--- config.mk ---
export PLATFORM = sky130hd
export DESIGN_NAME = alu_sequencer
export DESIGN_NICKNAME = d
export VERILOG_FILES = /design/src/rtl/alu_sequencer.sv
export SDC_FILE = /design/constraint.sdc
export NUM_CORES = 1
export LEC_CHECK = 0
export CORE_MARGIN = 4
export CORE_UTILIZATION = 25
export CTS_CLUSTER_SIZE = 14
export DETAILED_ROUTE_END_ITERATION = 6
export PLACE_DENSITY = 0.55
export SKIP_CTS_REPAIR_TIMING = 1
export SYNTH_ARGS = -nofsm -noshare
export SYNTH_HDL_FRONTEND = slang
export SYNTH_SLANG_ARGS = --single-unit
--- constraint.sdc ---
create_clock -name clk -period 2.07 [get_ports clk]
set_input_delay 0.3105 -clock clk [delete_from_list [all_inputs] [get_ports clk]]
set_output_delay 0.3105 -clock clk [all_outputs]
set_load 0.01 [all_outputs]
--- src/rtl/alu_sequencer.sv ---
// alu_sequencer: multi-cycle controller for the shared ALU on the register bus.
// Each accepted command runs through these states:
//   read operand A, read operand B (binary ops only), execute, write back.
// Optional feature macro: ALU_ZFLAG_EN adds a registered zero flag output (z_flag).
module alu_sequencer #(
  parameter int WIDTH   = 16,
  parameter int SEL_W   = 3,
  parameter int BUS_LAT = 0
) (
  input  logic             clk,
  input  logic             rst,
  input  logic             cmd_valid,
  output logic             cmd_ready,
  input  logic [2:0]       cmd_op,
  input  logic [SEL_W-1:0] cmd_src_a,
  input  logic [SEL_W-1:0] cmd_src_b,
  input  logic [SEL_W-1:0] cmd_dst,
  output logic [SEL_W-1:0] bus_sel,
  output logic             bus_rd,
  input  logic [WIDTH-1:0] bus_in,
  output logic [WIDTH-1:0] alu_a,
  output logic [WIDTH-1:0] alu_b,
  output logic [2:0]       alu_op,
  output logic             alu_ei,
  input  logic [WIDTH-1:0] alu_out,
  input  logic             alu_eo,
  output logic             wr_en,
  output logic [SEL_W-1:0] wr_addr,
  output logic [WIDTH-1:0] wr_data,
  output logic             e_flag,
`ifdef ALU_ZFLAG_EN
  output logic             z_flag,
`endif
  output logic             done
);

  localparam int CNT_W = 2;
  localparam logic [CNT_W-1:0] LAT_LOAD = CNT_W'(BUS_LAT);

  typedef enum logic [2:0] {
    ST_IDLE = 3'd0,
    ST_RD_A = 3'd1,
    ST_RD_B = 3'd2,
    ST_EXEC = 3'd3,
    ST_WB   = 3'd4
  } state_t;

  // Unary opcodes (inc, dec, not) take only operand A.
  function automatic logic is_unary(input logic [2:0] op);
    return (op == 3'd2) || (op == 3'd3) || (op == 3'd7);
  endfunction

  state_t             state_r;
  state_t             state_next_s;
  logic [2:0]         op_r;
  logic [SEL_W-1:0]   src_a_r;
  logic [SEL_W-1:0]   src_b_r;
  logic [SEL_W-1:0]   dst_r;
  logic [CNT_W-1:0]   cnt_r;
  logic [WIDTH-1:0]   a_r;
  logic [WIDTH-1:0]   b_r;
  logic [WIDTH-1:0]   result_r;
  logic               e_flag_r;
  logic [SEL_W-1:0]   bus_sel_r;
  logic [SEL_W-1:0]   bus_sel_next_s;
  logic               bus_rd_r;
  logic               wr_en_r;
  logic               done_r;
  logic               cmd_ready_r;
  logic               accept_s;
  logic               cnt_zero_s;

  assign accept_s   = cmd_valid && cmd_ready_r;
  assign cnt_zero_s = (cnt_r == {CNT_W{1'b0}});

  assign cmd_ready = cmd_ready_r;
  assign bus_sel   = bus_sel_r;
  assign bus_rd    = bus_rd_r;
  assign alu_a     = a_r;
  assign alu_b     = b_r;
  assign alu_op    = op_r;
  assign alu_ei    = e_flag_r;
  assign wr_en     = wr_en_r;
  assign done      = done_r;
  assign wr_addr   = dst_r;
  assign wr_data   = result_r;
  assign e_flag    = e_flag_r;

  // State register.
  always_ff @(posedge clk) begin
    if (rst) begin
      state_r <= ST_IDLE;
    end else begin
      state_r <= state_next_s;
    end
  end

  // Next-state decode and next bus select (read counter gates each operand read).
  always_comb begin
    state_next_s   = state_r;
    bus_sel_next_s = bus_sel_r;
    case (state_r)
      ST_IDLE: begin
        if (accept_s) begin
          state_next_s   = ST_RD_A;
          bus_sel_next_s = cmd_src_a;
        end else begin
          state_next_s   = ST_IDLE;
        end
      end
      ST_RD_A: begin
        if (cnt_zero_s) begin
          if (is_unary(op_r)) begin
            state_next_s   = ST_EXEC;
          end else begin
            state_next_s   = ST_RD_B;
            bus_sel_next_s = src_b_r;
          end
        end else begin
          state_next_s = ST_RD_A;
        end
      end
      ST_RD_B: begin
        if (cnt_zero_s) begin
          state_next_s = ST_EXEC;
        end else begin
          state_next_s = ST_RD_B;
        end
      end
      ST_EXEC: state_next_s = ST_WB;
      ST_WB:   state_next_s = ST_IDLE;
      default: state_next_s = ST_IDLE;
    endcase
  end

  // Control outputs registered from the upcoming state so they align with it.
  always_ff @(posedge clk) begin
    if (rst) begin
      bus_sel_r   <= {SEL_W{1'b0}};
      bus_rd_r    <= 1'b0;
      wr_en_r     <= 1'b0;
      done_r      <= 1'b0;
      cmd_ready_r <= 1'b1;
    end else begin
      bus_sel_r   <= bus_sel_next_s;
      bus_rd_r    <= (state_next_s == ST_RD_A) || (state_next_s == ST_RD_B);
      wr_en_r     <= (state_next_s == ST_WB);
      done_r      <= (state_next_s == ST_WB);
      cmd_ready_r <= (state_next_s == ST_IDLE);
    end
  end

  // Command latch, operand capture, wait counter, result and E flag.
  always_ff @(posedge clk) begin
    if (rst) begin
      op_r     <= 3'd0;
      src_a_r  <= {SEL_W{1'b0}};
      src_b_r  <= {SEL_W{1'b0}};
      dst_r    <= {SEL_W{1'b0}};
      cnt_r    <= {CNT_W{1'b0}};
      a_r      <= {WIDTH{1'b0}};
      b_r      <= {WIDTH{1'b0}};
      result_r <= {WIDTH{1'b0}};
      e_flag_r <= 1'b0;
    end else begin
      case (state_r)
        ST_IDLE: begin
          if (accept_s) begin
            op_r    <= cmd_op;
            src_a_r <= cmd_src_a;
            src_b_r <= cmd_src_b;
            dst_r   <= cmd_dst;
            cnt_r   <= LAT_LOAD;
            b_r     <= {WIDTH{1'b0}};  // stays zero for unary ops
          end
        end
        ST_RD_A: begin
          if (cnt_zero_s) begin
            a_r   <= bus_in;
            cnt_r <= LAT_LOAD;
          end else begin
            cnt_r <= cnt_r - 2'd1;
          end
        end
        ST_RD_B: begin
          if (cnt_zero_s) begin
            b_r <= bus_in;
          end else begin
            cnt_r <= cnt_r - 2'd1;
          end
        end
        ST_EXEC: begin
          result_r <= alu_out;
          if (!op_r[2]) begin
            e_flag_r <= alu_eo;  // arithmetic ops only; logic ops keep E
          end
        end
        default: begin
        end
      endcase
    end
  end

`ifdef ALU_ZFLAG_EN
  logic z_flag_r;
  assign z_flag = z_flag_r;

  // Zero flag captured with every result.
  always_ff @(posedge clk) begin
    if (rst) begin
      z_flag_r <= 1'b0;
    end else if (state_r == ST_EXEC) begin
      z_flag_r <= (alu_out == {WIDTH{1'b0}});
    end else begin
      z_flag_r <= z_flag_r;
    end
  end
`endif

endmodule

==> results_dict.tcl, run 1 <==
set metrics [dict create \
    clock_latency_ns 0.34 \
    highest_layer "met4" \
    layout_common_cells "clkdlybuf4s50_1 (109), nand2_1 (86), dfxtp_1 (69), a21oi_1 (54), nor2_1 (18)" \
    cp-end-kind "flop" \
    fin_skew_ns 0.0102 \
    area_delta_synth_final_pct 57.1 \
    reg2regPathDepth 4 \
    worst_ep_arrival_time_ns 2.08 \
    yosys.area.top_type "dfxtp_1" \
    synth_top_family_by_area "simple AND/OR/NAND/NOR gates" \
    die_width_um 111 \
    crit_start "state_r[1]$_SDFF_PP0_" \
    htree_levels 3 \
    crit_path_start_kind "flop" \
    fin_crit_sh 0.888 \
    irDropWorstVdd_uv 437 \
    num_antenna_cells 0 \
    ys_types 33 \
    cts_buffers 9 \
    max-slew-margin-rel 0.563 \
    synthesis.area_mm2 0.00267 \
    worstPathMaxFanout 17 \
    fin_setup_tns_ns 0 \
    crit_type "reg2reg" \
    hold_viol_final 0 \
    gp_congestion 0.719 \
    wl_per_cell_um 13.5 \
    netlist.area_leader.share 0.518 \
    max_freq_ghz 0.544 \
    final_common_cell "clkdlybuf4s50_1" \
    crit_family "compound AO/OA/AOI/OAI gates" \
    utilization 0.404 \
    detail-route-antenna-nets 0 \
    grt_pass1_wl_um 12200 \
    leakage_nw 1.48 \
    crit_required_ns 2.31 \
    syn_avg_cell_area_um2 8.38 \
    place_hpwl_um 5380 \
    wl_met2_um 3490 \
    synth_mux_area_frac 0.0450 \
    cts_root_buf "clkbuf_8" \
    status "complete, no violations" \
    slowest_stage "dfxtp_1" \
    io_buffer_count 110 \
    clkTransAtPathRegs_ns 0.08 \
    setup_viol 0 \
    holdPathStages 2 \
    maxCapViolCount 0 \
    rows 37 \
    critical_path_buf_inv_count 0 \
    grt_pass1_vias 2443 \
    vias_per_cell 4.47 \
    min_period_ns 1.84 \
    final_nets 476 \
    synthAdderAreaFrac 0.0141 \
    synth_compound_area_frac 0.151 \
    r2r-start "state_r[1]$_SDFF_PP0_" \
    syn_nets 369 \
    die_h_um 111 \
    core_mm2 0.0104 \
    routed_wl_um 7640 \
    rsz0062_at_grt "false" \
    tightest_slew_ns 0.655 \
    min_to "wr_addr[1]$_SDFFE_PP0P_" \
    grt-ovfl-total 0 \
    r2r_slack_ns 0.23 \
    antenna_found_initial 0 \
    io_pins 111 \
    synth_simple_gate_area_frac 0.226 \
    hold_class "in2reg" \
    critPathMaxStageDelay_ns 0.63 \
    synth_warnings 0 \
    powerDensity_mw_per_mm2 1090 \
    cts_tree "done" \
    layout-drive-gt1-share 0.0674 \
    m1WireLength_um 3560 \
    r2r_end "state_r[0]$_SDFF_PP0_" \
    syn_inst 318 \
    slew_viol_final 0 \
    min_from "rst" \
    ys_seq_area_frac 0.518 \
    start_util 0.257 \
    via_count 2530 \
    track_usage 0.121 \
    synth_xor_area_frac 0 \
    wl_met3_um 510 \
    die_area_mm2 0.0124 \
    dr.pass1.iters 5 \
    drt_iter0_drc 112 \
    drc 0 \
    path_cells "nand3b_1 -> a211o_1 -> o21ai_0 -> and2_1" \
    grt_start_max_net_pins 28 \
    ys_top_cells_by_area "dfxtp_1 (52%), nand2_1 (12%), a21oi_1 (10%)" \
    clockBufferDepth 2 \
    clock_sinks 69 \
    synth-seq-cells 69 \
]
[cell families after synthesis]
group	after synthesis
adder cells (fa/ha/maj)	3
buffers and inverters	27
AO/OA/AOI/OAI	71
flip-flops	69
multiplexers	12
AND/OR/NAND/NOR	136
[cells in the mapped netlist]
cell type / number
buf_4: 4
a2bb2oi_1: 1
nand2b_1: 3
a21boi_0: 1
or4_1: 2
nand4bb_1: 1
o21ai_0: 3
o31ai_1: 2
nor3b_2: 1
nor3_1: 1
o311a_1: 3
a211oi_2: 1
ha_1: 3
nor2b_1: 1
nand3_1: 17
buf_2: 5
clkbuf_1: 14
nand3b_1: 2
nand2_1: 86
a211o_1: 1
nor4_2: 1
a21oi_1: 54
a211oi_1: 1
nor2_1: 18
o21ai_1: 2
dfxtp_1: 69
o22a_1: 1
and2_1: 1
nor3b_4: 1
mux2i_1: 12
and3_1: 1
inv_1: 4
a22oi_1: 1
[through the flow]
step	cell area (um2)	setup slack, ns	cells	power (W)	hold slack (ns)
2_1_floorplan	2670	0.510	318	0.00243	0.446
3_3_place_gp	3900	0.166	550	0.00303	0.438
3_5_place_dp	3900	0.109	550	0.00305	0.448
4_1_cts	4190	0.207	566	0.00465	0.332
5_1_grt	4190	0.0482	566	0.00483	0.346
6_report	4190	0.231	566	0.00457	0.344
[worst register-to-register path: stages, from the launching register on]
cell,delay (ns)
dfxtp_1,0.63
nand3b_1,0.22
a211o_1,0.48
o21ai_0,0.21
and2_1,0.20
[where the power goes]
part | leakage, nW | total, W | switching (W) | internal, W
Clock | 0.141 | 0.00157 | 0.000524 | 0.00105
Combinational | 0.777 | 0.00134 | 0.000684 | 0.000656
Sequential | 0.560 | 0.00166 | 0.000143 | 0.00151
[per-layer routing]
layer,track usage,vias up
li1,-,1282
met1,0.150,1154
met2,0.197,86
met3,0.0469,8
met4,0.0292,0
met5,0,-
[worst max path at each step]
stage	cells past startpoint	slack (ns)	to
2_1_floorplan	7	0.51	alu_b[6]$_SDFFE_PP0P_
3_3_place_gp	5	0.17	state_r[0]$_SDFF_PP0_
3_5_place_dp	5	0.11	state_r[0]$_SDFF_PP0_
4_1_cts	4	0.21	state_r[0]$_SDFF_PP0_
5_1_grt	6	0.05	state_r[0]$_SDFF_PP0_
6_report	4	0.23	state_r[0]$_SDFF_PP0_
[state kept, by name, indices dropped and copies added (netlist names), 2 cells and up]
signal and flops:
alu_a 16, wr_addr 3, cnt_r 2, state_r 3
alu_b 16, src_b_r 3, wr_data 16, alu_op 3
bus_sel 3
[layout make-up]
class                   count  area, um2
repair buffers            119       1160
clock inverters             6        159
clock buffers              10        128
well taps                 136        170
fillers                  1084       6180
inverters                   4       15.0
flip-flops and latches     69       1380
multi-input cells         222       1170
Power figures use the tool's default switching activity.
==> run 2, diff against run 1 <==
Settings changed: ABC_CLOCK_PERIOD_IN_PS from default to 2070, CORE_MARGIN 4 to default.
==> run 2 against run 1 <==
Clock power is 24% lower. Die area is 10% lower. Non-clock buffer count is 1 higher. Via count is 0.28% lower. Power is 8.0% lower. Final area is 1.7% lower. Critical endpoint is now cnt_r[0]$_SDFFE_PP0P_. Largest cell class unchanged. Largest power group unchanged.
==> results_dict.tcl, run 2 (synthesized netlist as in run 1, its figures left out) <==
set metrics [dict create \
    rows 37 \
    slew_viol_final 0 \
    hold_viol_final 0 \
    crit_type "reg2reg" \
    critPathMaxStageDelay_ns 0.69 \
    area_delta_synth_final_pct 54.4 \
    io_pins 111 \
    dr.pass1.iters 4 \
    fin_area_mm2 0.00412 \
    clock_sinks 69 \
    clock_latency_ns 0.34 \
    tightest_slew_ns 0.631 \
    wl_per_cell_um 12.9 \
    worst_ep_arrival_time_ns 2.04 \
    num_antenna_cells 0 \
    place_ws_ns 0.250 \
    die_area_mm2 0.0111 \
    powerDensity_mw_per_mm2 1020 \
    gp_congestion 0.734 \
    clockBufferDepth 2 \
    fin_crit_sh 0.865 \
    core_mm2 0.0103 \
    crit_path_start_kind "flop" \
    place_hpwl_um 5100 \
    r2r-start "state_r[0]$_SDFF_PP0_" \
    min_period_ns 1.79 \
    via_count 2523 \
    die_h_um 105 \
    crit_required_ns 2.32 \
    busiest_layer "met2" \
    met3_usage 0.0427 \
    final_nets 477 \
    start_util 0.258 \
    antenna_found_initial 0 \
    detail-route-antenna-nets 0 \
    grt_pass1_vias 2501 \
    use_met2 0.221 \
    path_cells "nor3b_2 -> buf_4 -> a22oi_1 -> or4_1 -> o31ai_1" \
    die_width_um 105 \
    htree_levels 3 \
    final_common_cell "clkdlybuf4s50_1" \
    fill_cells 1034 \
    setup_viol 0 \
    irDropWorstVdd_uv 425 \
    fin_setup_tns_ns 0 \
    grt_pass1_wl_um 12100 \
    cts_tree "done" \
    drc 0 \
    io_buffer_count 110 \
    track_usage 0.138 \
    status "complete, no violations" \
    crit_start "state_r[0]$_SDFF_PP0_" \
    max-slew-margin-rel 0.579 \
    clkTransAtPathRegs_ns 0.08 \
    rsz0062_at_grt "false" \
    min_from "rst" \
    crit_family "simple AND/OR/NAND/NOR gates" \
    hold_class "in2reg" \
    critical_path_buf_inv_count 1 \
    drt_iter0_drc 89 \
    finalPower_w 0.00420 \
    leakage_nw 1.44 \
    layout_common_cells "clkdlybuf4s50_1 (109), nand2_1 (86), dfxtp_1 (69), a21oi_1 (54), nor2_1 (18)" \
    slowest_stage "dfxtp_1" \
    place_area_mm2 0.00391 \
    grt_start_max_net_pins 33 \
    layout-drive-gt1-share 0.0650 \
    routed_wl_um 7340 \
    max_freq_ghz 0.558 \
    grt-ovfl-total 0 \
    worstPathMaxFanout 14 \
    fin_skew_ns 0.00955 \
    cts_root_buf "clkbuf_8" \
    setup_slack_ns 0.279 \
    grtUsageMet1 0.172 \
    cts_buffers 9 \
    maxCapViolCount 0 \
    vias_per_cell 4.45 \
    cp-end-kind "flop" \
]
run 2: report_power, final:
group	internal [W]	switching [W]	leakage, nW	total [W]
registers	0.00151	0.000159	0.560	0.00167
logic	0.000670	0.000672	0.781	0.00134
clock network	0.000679	0.000507	0.101	0.00119
run 2: layout make-up:
cell class / count / area (um2) / area share
clock inverter: 4 / 72.6 / 0.0176
multi-input combinational: 222 / 1170 / 0.284
inverter: 4 / 15.0 / 0.00365
timing repair buffer: 120 / 1170 / 0.284
clock buffer: 12 / 135 / 0.0328
tap: 136 / 170 / 0.0413
sequential: 69 / 1380 / 0.336
run 2: path summary, 6_finish.rpt:
| kind | slack [ns] | cells past startpoint | to |
|---|---|---|---|
| max | 0.28 | 5 | cnt_r[0]$_SDFFE_PP0P_ |
| min | 0.37 | 2 | alu_op[2]$_SDFFE_PP0P_ |
| max reg2reg | 0.28 | 5 | cnt_r[0]$_SDFFE_PP0P_ |
| min reg2reg | 0.45 | 2 | alu_b[14]$_SDFFE_PP0P_ |
run 2: per-layer routing:
metal | up-vias | routed length [um]
li1 | 1287 | -
met1 | 1151 | 3320
met2 | 76 | 3470
met3 | 9 | 454
met4 | 0 | 88
met5 | - | 0
run 2: through the flow:
step                      cells   util  hold WS [ns]
after floorplan             318      -         0.446
after global placement      551  0.379         0.439
after detailed placement    551  0.379         0.445
after CTS                   567  0.399         0.353
after global routing        567  0.399         0.375
final                       567  0.399         0.366
